==> config.mk <==
export PLATFORM = sky130hd
export DESIGN_NAME = mem_access_stage
export DESIGN_NICKNAME = d
export VERILOG_FILES = /design/src/rtl/mem_pkg.sv /design/src/rtl/load_formatter.sv /design/src/rtl/mem_access_stage.sv
export SDC_FILE = /design/constraint.sdc
export NUM_CORES = 1
export LEC_CHECK = 0
export CAP_MARGIN = 20
export CORE_AREA = 2 2 105 107
export CTS_BUF_LIST = sky130_fd_sc_hd__clkbuf_8
export DETAILED_ROUTE_END_ITERATION = 7
export DIE_AREA = 0 0 107 109
export GPL_TIMING_DRIVEN = 0
export PLACE_DENSITY = 0.76
export SLEW_MARGIN = 5
export SYNTH_ARGS = -nofsm -noshare
export SYNTH_HDL_FRONTEND = slang
export SYNTH_SLANG_ARGS = --single-unit
==> constraint.sdc <==
create_clock -name clk -period 5.8 [get_ports clk]
set_input_delay 1.16 -clock clk [delete_from_list [all_inputs] [get_ports clk]]
set_output_delay 1.16 -clock clk [all_outputs]
set_load 0.01 [all_outputs]
==> src/rtl/mem_pkg.sv <==
// ---------------------------------------------------------------------------
// mem_pkg
//
// Shared definitions for the data-memory access stage:
//   - access size encodings carried on size_in
//   - the two-state access FSM encoding
//   - the default bus-error timeout
//   - helpers that build store byte enables and replicated store data
//
// Optional feature macro used by the stage: MEM_ALIGN_CHECK_EN
// ---------------------------------------------------------------------------
package mem_pkg;

   // Default number of BUSY cycles spent waiting for dmem_ack.
   localparam int MAX_WAIT_DEFAULT = 15;

   // Access size as encoded on size_in.
   typedef enum logic [1:0] {
      SIZE_BYTE = 2'b00,
      SIZE_HALF = 2'b01,
      SIZE_WORD = 2'b10
   } size_t;

   // Access FSM states.
   typedef enum logic {
      ST_IDLE = 1'b0,
      ST_BUSY = 1'b1
   } state_t;

   // Byte enables for a store. Halves only look at addr[1], so an odd
   // half address is folded onto the enclosing aligned half. The reserved
   // size encoding behaves like a word.
   function automatic logic [3:0] store_byte_enable(input logic [1:0] size,
                                                    input logic [1:0] addr_lsb);
      logic [3:0] be;
      case (size)
         SIZE_BYTE: be = 4'b0001 << addr_lsb;
         SIZE_HALF: be = 4'b0011 << {addr_lsb[1], 1'b0};
         default:   be = 4'b1111;
      endcase
      return be;
   endfunction

   // Store data replicated across all byte lanes so the memory only has
   // to honour the byte enables.
   function automatic logic [31:0] store_lanes(input logic [1:0]  size,
                                               input logic [31:0] data);
      logic [31:0] lanes;
      case (size)
         SIZE_BYTE: lanes = {4{data[7:0]}};
         SIZE_HALF: lanes = {2{data[15:0]}};
         default:   lanes = data;
      endcase
      return lanes;
   endfunction

endpackage

==> src/rtl/load_formatter.sv <==
// ---------------------------------------------------------------------------
// load_formatter
//
// Purely combinational load data formatter. Picks the little-endian lane
// addressed by addr_lsb out of the raw memory word and sign- or
// zero-extends it to 32 bits.
//
// Ports:
//   rdata       in  32  raw word returned by data memory
//   addr_lsb    in   2  low address bits of the access
//   size        in   2  access size (mem_pkg::size_t encoding)
//   is_unsigned in   1  1 = zero-extend, 0 = sign-extend
//   data_out    out 32  formatted load value
// ---------------------------------------------------------------------------
module load_formatter
   import mem_pkg::*;
(
   input  logic [31:0] rdata,
   input  logic [1:0]  addr_lsb,
   input  logic [1:0]  size,
   input  logic        is_unsigned,
   output logic [31:0] data_out
);

   logic [7:0]  byte_lane;
   logic [15:0] half_lane;
   logic        sign_bit;

   // Lane selection: bytes use both address bits, halves only addr[1].
   always_comb begin
      byte_lane = rdata[7:0];
      case (addr_lsb)
         2'b00:   byte_lane = rdata[7:0];
         2'b01:   byte_lane = rdata[15:8];
         2'b10:   byte_lane = rdata[23:16];
         default: byte_lane = rdata[31:24];
      endcase
      half_lane = addr_lsb[1] ? rdata[31:16] : rdata[15:0];
   end

   // Extension to 32 bits; words pass through untouched.
   always_comb begin
      sign_bit = 1'b0;
      data_out = rdata;
      case (size)
         SIZE_BYTE: begin
            sign_bit = byte_lane[7] & ~is_unsigned;
            data_out = {{24{sign_bit}}, byte_lane};
         end
         SIZE_HALF: begin
            sign_bit = half_lane[15] & ~is_unsigned;
            data_out = {{16{sign_bit}}, half_lane};
         end
         default: begin
            sign_bit = 1'b0;
            data_out = rdata;
         end
      endcase
   end

endmodule

==> src/rtl/mem_access_stage.sv <==
// ---------------------------------------------------------------------------
// mem_access_stage
//
// MEM stage of the pipeline. Turns the load/store in the EX/MEM slot into a
// request/acknowledge transaction on the data-memory port, stalls the front
// of the pipeline while the transaction is outstanding, formats load data
// for MEM/WB and raises a bus error if the memory never answers.
//
// Parameter:
//   MAX_WAIT  BUSY cycles waited for dmem_ack before a bus error (1..255)
//
// Optional feature macro:
//   MEM_ALIGN_CHECK_EN  when defined, misaligned halves/words are rejected
//                       with align_err_out instead of being issued
//
// Ports:
//   clk, reset                       clock, synchronous active-high reset
//   valid_in                         EX/MEM slot holds a real instruction
//   ALU_result_in, store_data_in     address / ALU result, store data
//   mem_read_in, mem_write_in        load / store request
//   size_in, unsigned_in             access size, zero-extend loads
//   wb_*_in                          writeback controls from EX/MEM
//   ALU_result_out, mem_data_out     to MEM/WB
//   wb_*_out                         writeback controls to MEM/WB
//   stall_out                        freezes PC, IF/ID, ID/EX, EX/MEM
//   dmem_req/we/addr/wdata/be        data-memory request side
//   dmem_ack, dmem_rdata             data-memory response side
//   bus_err_out, align_err_out       one-cycle error pulses
// ---------------------------------------------------------------------------
module mem_access_stage
   import mem_pkg::*;
#(
   parameter int MAX_WAIT = MAX_WAIT_DEFAULT
)(
   input  logic        clk,
   input  logic        reset,
   input  logic        valid_in,
   input  logic [31:0] ALU_result_in,
   input  logic [31:0] store_data_in,
   input  logic        mem_read_in,
   input  logic        mem_write_in,
   input  logic [1:0]  size_in,
   input  logic        unsigned_in,
   input  logic        wb_write_en_in,
   input  logic        wb_addr_sel_in,
   input  logic        wb_data_sel_in,
   input  logic [4:0]  wb_addr1_in,
   input  logic [4:0]  wb_addr2_in,
   output logic [31:0] ALU_result_out,
   output logic [31:0] mem_data_out,
   output logic        wb_write_en_out,
   output logic        wb_addr_sel_out,
   output logic        wb_data_sel_out,
   output logic [4:0]  wb_addr1_out,
   output logic [4:0]  wb_addr2_out,
   output logic        stall_out,
   output logic        dmem_req,
   output logic        dmem_we,
   output logic [31:0] dmem_addr,
   output logic [31:0] dmem_wdata,
   output logic [3:0]  dmem_be,
   input  logic        dmem_ack,
   input  logic [31:0] dmem_rdata,
   output logic        bus_err_out,
   output logic        align_err_out
);

   state_t      state;
   state_t      state_next;
   logic        req_q;
   logic        bus_err_q;
   logic [31:0] wait_cnt;

   logic        mem_op;
   logic        misaligned;
   logic        start_access;
   logic        timeout;
   logic        ack_done;
   logic [31:0] load_data;

   // A real load or store sits in the EX/MEM slot.
   assign mem_op = valid_in & (mem_read_in | mem_write_in);

   // Alignment screening. Without the check, misaligned accesses are
   // issued anyway and the lane logic simply ignores the offending bits.
`ifdef MEM_ALIGN_CHECK_EN
   always_comb begin
      misaligned = 1'b0;
      case (size_in)
         SIZE_BYTE: misaligned = 1'b0;
         SIZE_HALF: misaligned = ALU_result_in[0];
         default:   misaligned = |ALU_result_in[1:0];
      endcase
   end

   assign align_err_out = ~reset & (state == ST_IDLE) & mem_op & misaligned;
`else
   assign misaligned    = 1'b0;
   assign align_err_out = 1'b0;
`endif

   assign start_access = mem_op & ~misaligned;

   // The wait counter holds the number of BUSY cycles already spent, so the
   // MAX_WAIT-th BUSY cycle without an ack is the last one. An ack in that
   // same cycle takes priority over the timeout.
   assign timeout  = (state == ST_BUSY) & ~dmem_ack
                   & (wait_cnt == 32'(MAX_WAIT - 1));
   assign ack_done = (state == ST_BUSY) & dmem_ack;

   // State register plus the registered request, wait counter and bus
   // error pulse. Reset wins even in the middle of an access.
   always_ff @(posedge clk) begin
      if (reset) begin
         state     <= ST_IDLE;
         req_q     <= 1'b0;
         wait_cnt  <= 32'd0;
         bus_err_q <= 1'b0;
      end else begin
         state     <= state_next;
         req_q     <= (state_next == ST_BUSY);
         bus_err_q <= timeout;
         if (state == ST_IDLE && state_next == ST_BUSY) begin
            wait_cnt <= 32'd0;
         end else if (state == ST_BUSY && state_next == ST_BUSY) begin
            wait_cnt <= wait_cnt + 32'd1;
         end
      end
   end

   // Next-state logic: leave IDLE on an issuable access, leave BUSY on an
   // ack or when the wait budget runs out. Acks seen in IDLE are ignored.
   always_comb begin
      state_next = state;
      case (state)
         ST_IDLE: begin
            if (start_access) begin
               state_next = ST_BUSY;
            end
         end
         ST_BUSY: begin
            if (dmem_ack || timeout) begin
               state_next = ST_IDLE;
            end
         end
         default: state_next = ST_IDLE;
      endcase
   end

   load_formatter u_load_formatter (
      .rdata       (dmem_rdata),
      .addr_lsb    (ALU_result_in[1:0]),
      .size        (size_in),
      .is_unsigned (unsigned_in),
      .data_out    (load_data)
   );

   // Output logic. The stall covers the issue cycle and every BUSY cycle up
   // to, but not including, the ack or timeout cycle. MEM/WB gets a bubble
   // whenever the slot is held back, timed out or rejected as misaligned.
   always_comb begin
      stall_out    = 1'b0;
      mem_data_out = 32'd0;
      if (!reset) begin
         case (state)
            ST_IDLE: stall_out = start_access;
            ST_BUSY: stall_out = ~dmem_ack & ~timeout;
            default: stall_out = 1'b0;
         endcase
         if (ack_done) begin
            mem_data_out = load_data;
         end
      end
      wb_write_en_out = wb_write_en_in & ~stall_out & ~(timeout & ~reset)
                      & ~align_err_out;
   end

   assign bus_err_out     = bus_err_q & ~reset;
   assign dmem_req        = req_q;

   // Request fields come straight from the frozen EX/MEM slot.
   assign dmem_we         = mem_write_in;
   assign dmem_addr       = {ALU_result_in[31:2], 2'b00};
   assign dmem_be         = store_byte_enable(size_in, ALU_result_in[1:0]);
   assign dmem_wdata      = store_lanes(size_in, store_data_in);

   assign ALU_result_out  = ALU_result_in;
   assign wb_addr_sel_out = wb_addr_sel_in;
   assign wb_data_sel_out = wb_data_sel_in;
   assign wb_addr1_out    = wb_addr1_in;
   assign wb_addr2_out    = wb_addr2_in;

endmodule
# --- Yosys cells after proc, flatten, opt, wreduce, memory -nomap -nowiden ---
# Index checks and enable logic that the tools add are counted.
totals:
  mem_bits_rw: 0
  latch_bits: 0
  reg_bits: 34
  n_memories: 0
  rom_bits: 0
classes:
  n_lt_le_gt_ge: 0
  div_mod_pow: 0
  muxes: 12
  multipliers: 0
  n_shift: 2
  bitwise: 19
  n_reduce_logical: 6
  eq_ne: 4
  n_addsub: 1
op_table:
  columns: ["operator", "count"]
  rows:
  - ["$pmux 32 s2", 2]
  - ["$mux 32", 2]
  - ["$add 32x1->32 const B", 1]
  - ["$eq 32x4->1 const B", 1]
  - ["$pmux 8 s3", 1]
  - ["$mux 16", 1]
  - ["$and 1x1->1", 11]
  - ["$pmux 4 s2", 1]
  - ["$not 1->1", 7]
  - ["$eq 2x1->1 const B", 2]
  - ["$logic_not 2->1", 2]
  - ["$pmux 1 s2", 2]
  - ["$shl 1x2->4 const A", 1]
  - ["$shl 2x2->4 const A", 1]
  - ["$mux 1", 3]
  - ["$eq 2x2->1 const B", 1]
  - ["$logic_and 1x1->1", 2]
  - ["$reduce_or 2->1", 1]
  - ["$logic_or 1x1->1", 1]
  - ["$or 1x1->1", 1]

# --- Logic depth before layout (Yosys ltp) ---
logic_depth:
  ltp_word: 10
  depth_mapped: 8
  depth_no_buf: 7

# --- Modules after synthesis ---
# From an unflattened synthesis, not the netlist that was laid out.
unflattened:
  cells_unflattened: 501
  area_unflattened_um2: 3854.9
by_module_without_submodules:
  columns: ["mod", "cells_per_inst", "area_per_inst_um2", "n_inst"]
  rows:
  - ["mem_access_stage", 386, 3009.1, 1]
  - ["load_formatter", 115, 845.8, 1]

# --- Worst setup path before layout ---
# OpenSTA, ideal clock, no wires.
synth_path:
  path_type: "input to output"
  startpoint: "input ALU_result_in[1]"
  endpoint: "output mem_data_out[21]"
  path_slack_ns: 2.265
  arrival_ns: 2.375
  path_buffers: 2
  path_stages: 7
  path_cell_list: "mux4_2 or2_1 a21oi_1 or2_1 buf_4 buf_6 a21oi_1"
synth_between:
  elab_chain_len: 6
  word_cells_on_any_way: 10
  classes_between: "eq/ne: 2; mux: 5; bitwise: 2; reduce/logical: 1"
synth_lines:
  columns: ["item", "line_no", "text"]
  rows:
  - ["from (decl)", "mem_access_stage.sv:38", "input logic [31:0] ALU_result_in,"]
  - ["$eq 2x2->1 (tied with other cells)", "load_formatter.sv:32", "case (addr_lsb)"]
  - ["$pmux 8 s3", "load_formatter.sv:32", null]
  - ["$and 1x1->1", "load_formatter.sv:47", "sign_bit = byte_lane[7] & ~is_unsigned;"]
  - ["$pmux 32 s2 *", "load_formatter.sv:45", "case (size)"]
  - ["$mux 32 *", "mem_access_stage.sv:170", "if (ack_done) begin"]
  - ["$mux 32 *", "mem_access_stage.sv:164", "if (!reset) begin"]
  - ["to (decl)", "mem_access_stage.sv:50", "output logic [31:0] mem_data_out,"]
# Mark *: on every way between the ends. The rest lies on a longest branch, timed or not.

# --- Worst setup path in the final report ---
layout_path:
  startpoint: "input ALU_result_in[1]"
  endpoint: "output mem_data_out[27]"
# Same word-level chain as after synthesis.

==> impl_metrics.env <==
export IMPL_status="finished clean"
export IMPL_vias=4027
export IMPL_finClkSkew_ns=0.00861
export IMPL_maxCapViolations=0
export IMPL_yosysUniqueCellTypes=51
export IMPL_first_iter_violations=171
export IMPL_r2r_cells=6
export IMPL_initial_utilization_pct=32.5
export IMPL_cts_clk_slew_worst_paths_ns=0.06
export IMPL_r2r_setup_slack_ns=3.74
export IMPL_core_area_um2=10600
export IMPL_vias_per_cell=4.83
export IMPL_arrival_ns=3.67
export IMPL_final_min_clock_period_ns=4.83
export IMPL_mostFrequentLayoutCell="clkdlybuf4s50_1"
export IMPL_tightest_slew_ns=0.580
export IMPL_grt_max_degree=11
export IMPL_max_freq_mhz=207
export IMPL_finalCritPeriodShare_pct=83.4
export IMPL_setup_viol=0
export IMPL_dp_hpwl_mm=11.9
export IMPL_critPathTopFamily="buffers and inverters"
export IMPL_finalSetupTns_ns=0
export IMPL_cts_sinks=34
export IMPL_crit_buf_inv=5
export IMPL_io_pins=268
export IMPL_holdWs_ns=0.503
export IMPL_startpoint_type="input port"
export IMPL_wl_mm=14.2
export IMPL_combPwrFrac_pct=43.6
export IMPL_slew_headroom_pct=61.1
export IMPL_p_leak_uw=0.00239
export IMPL_switchingPower_uw=209
export IMPL_grt_pass1_vias=3819
export IMPL_hold_buffers=0
export IMPL_p_sw_share_pct=28.5
export IMPL_synth_cells=460
export IMPL_place_gp_congestion=0.881
export IMPL_hold_start="wait_cnt[31]$_SDFFE_PP0P_"
export IMPL_p_clk_share_pct=24.3
export IMPL_synth_edf_count=0
export IMPL_avgSynthCellArea_um2=7.49
export IMPL_crit_fanout=10
export IMPL_clock_latency_ns=0.29
export IMPL_fp_dieW_um=107
export IMPL_worstHoldPathCells=2
export IMPL_htree_levels=2
export IMPL_crit_chain="clkdlybuf4s50_1 > buf_2 > nand2b_1 > a31oi_1 > a21oi_1 > or2_1 > buf_4 > buf_6 > a21oi_1 > clkdlybuf4s50_1"
export IMPL_seq_area_frac_synth_pct=19.8
export IMPL_crit_required_ns=4.64
export IMPL_final_cell_mix="222 x clkdlybuf4s50_1, 87 x buf_4, 43 x nor2_1"
export IMPL_drive_above_1_share_pct=19.1
export IMPL_nets=811
export IMPL_grt_usage_pct=22.9
export IMPL_cts_tree="yes"
export IMPL_rr_endpoint="wait_cnt[13]$_SDFFE_PP0P_"
export IMPL_post_cts_repair_setup_buffers=0
export IMPL_cts_max_path_buffers=2
export IMPL_critical_path_slowest_cell="clkdlybuf4s50_1"
export IMPL_wl_per_cell_um=17.0
export IMPL_root_buffer="clkbuf_8"
export IMPL_power_sequential_fraction_pct=32.1
export IMPL_rr_startpoint="wait_cnt[1]$_SDFFE_PP0P_"
export IMPL_yosys_register_bits=34
export IMPL_portBuffers=222
export IMPL_hold_viol=0
export IMPL_min_to="wait_cnt[31]$_SDFFE_PP0P_"
export IMPL_placementRows=38
export IMPL_grt_first_pass_wirelength_mm=20.5
export IMPL_final_max_slew_viol_count=0
export IMPL_rsz0062_at_grt="false"
export IMPL_synthArstFlopShare_pct=0
export IMPL_antenna_found_initial=3
export IMPL_worstSetupPathType="input port to output pin"
export IMPL_peakVddDrop_mv=0.116
export IMPL_cts_buffers=5
export IMPL_ys_flop_type="dfxtp_1"
export IMPL_chipHeight_um=109
export IMPL_ys_warn_count=0
export IMPL_post_cts_resized=0
export IMPL_fillers=984
export IMPL_firstDrtPassIters=5
export IMPL_drtAntennaViolNets=0
export IMPL_crit_path_end_kind="output pin"
export IMPL_netlist_area_um2=3450
export IMPL_power_density_nw_per_um2=123
export IMPL_area_growth_pct=72.6
export IMPL_overflow=0
export IMPL_hold_path_class="flip-flop to flip-flop"
export IMPL_max_stage_delay_ns=0.60
export IMPL_drc=0
export IMPL_p_int_uw=524
export IMPL_dieArea_um2=11700
[per-layer routing]
layer | track usage [%] | vias up | wire length (um)
met2 | 42.0 | 153 | 7190
met3 | 7.05 | 23 | 1120
met1 | 25.5 | 1889 | 5540
met4 | 6.49 | 2 | 305
li1 | - | 1960 | -
met5 | 0 | - | 13
[final cells by class]
| cell class | instances | area [um^2] | share of cell area [%] |
|---|---|---|---|
| tap | 140 | 175 | 2.95 |
| sequential | 34 | 681 | 11.4 |
| buffer | 110 | 761 | 12.8 |
| inverter | 27 | 101 | 1.70 |
| antenna | 2 | 5.00 | 0.0842 |
| clock inverter | 2 | 8.76 | 0.147 |
| clock buffer | 6 | 82.6 | 1.39 |
| multi-input combinational | 291 | 1910 | 32.1 |
| timing repair buffer | 222 | 2220 | 37.4 |
[power groups by stage]
stage	Combinational, uW	Sequential (uW)	Clock, uW
6_report	320	235	178
5_1_grt	339	235	192
4_1_cts	319	235	182
3_5_place_dp	318	241	0
3_3_place_gp	315	241	0
2_1_floorplan	139	241	0
[cells in the mapped netlist (3+ instances only)]
| library cell | instances | area (um^2) |
|---|---|---|
| nor2b_1 | 3 | 18.8 |
| nand4_2 | 3 | 37.5 |
| nand3_1 | 11 | 55.1 |
| clkbuf_1 | 15 | 56.3 |
| and2_1 | 5 | 31.3 |
| a222oi_1 | 7 | 70.1 |
| or3_1 | 3 | 18.8 |
| o211ai_1 | 4 | 30.0 |
| dfxtp_1 | 34 | 681 |
| inv_1 | 27 | 101 |
| mux2_2 | 16 | 180 |
| nand2_1 | 30 | 113 |
| nor3_1 | 4 | 20.0 |
| nor4_1 | 7 | 43.8 |
| a21oi_1 | 32 | 160 |
| and4_1 | 7 | 61.3 |
| nand2b_1 | 4 | 25.0 |
| a22oi_1 | 8 | 60.1 |
| nand4_1 | 10 | 62.6 |
| buf_4 | 87 | 653 |
| buf_2 | 5 | 25.0 |
| xnor2_1 | 4 | 35.0 |
| xor2_1 | 24 | 210 |
| mux2i_1 | 8 | 80.1 |
| o21ai_0 | 26 | 130 |
| nor2_1 | 43 | 161 |
[worst register-to-register path: stages, from the launching register on]
cell and delay [ns]:
dfxtp_1 0.42, ha_1 0.17, nor4b_1 0.38, nand4_2 0.39, o2111ai_2 0.33, xor2_1 0.20, nor2_1 0.05
[flip-flops by register name, indices dropped and copies added (netlist names)]
signal,count
wait_cnt,32
bus_err_q,1
dmem_req,1
[worst max path at each step]
stage,start,endpoint,cells past startpoint
floorplan,ALU_result_in[1],mem_data_out[21],7
global placement,size_in[1],mem_data_out[3],8
detailed placement,ALU_result_in[1],mem_data_out[27],10
CTS,ALU_result_in[1],mem_data_out[27],10
global route,ALU_result_in[1],mem_data_out[27],10
finish,ALU_result_in[1],mem_data_out[27],10
[cells by family (layout without fill, tap and decap cells)]
kind of cell	count (synthesis)	in the layout	synth area share, %
AO/OA/AOI/OAI	88	88	16.0
AND/OR/NAND/NOR	145	145	23.1
multiplexers	25	25	8.21
buffers and inverters	137	367	25.0
adder cells (fa/ha/maj)	2	2	0.726
flip-flops	34	34	19.8
XOR/XNOR	28	28	7.12
other	1	5	0.109
[stage by stage]
| step | util, % | power (uW) | setup slack [ns] | area [um^2] | std cells |
|---|---|---|---|---|---|
| floorplan | - | 379 | 2.26 | 3450 | 462 |
| global route | 56.1 | 766 | 0.817 | 5940 | 833 |
| CTS | 56.0 | 737 | 0.970 | 5940 | 832 |
| finish | 56.1 | 733 | 0.966 | 5950 | 834 |
| detailed placement | 55.2 | 559 | 0.985 | 5850 | 824 |
| global placement | 55.2 | 555 | 1.03 | 5850 | 824 |
No activity file was read; power rests on OpenSTA's default activity.
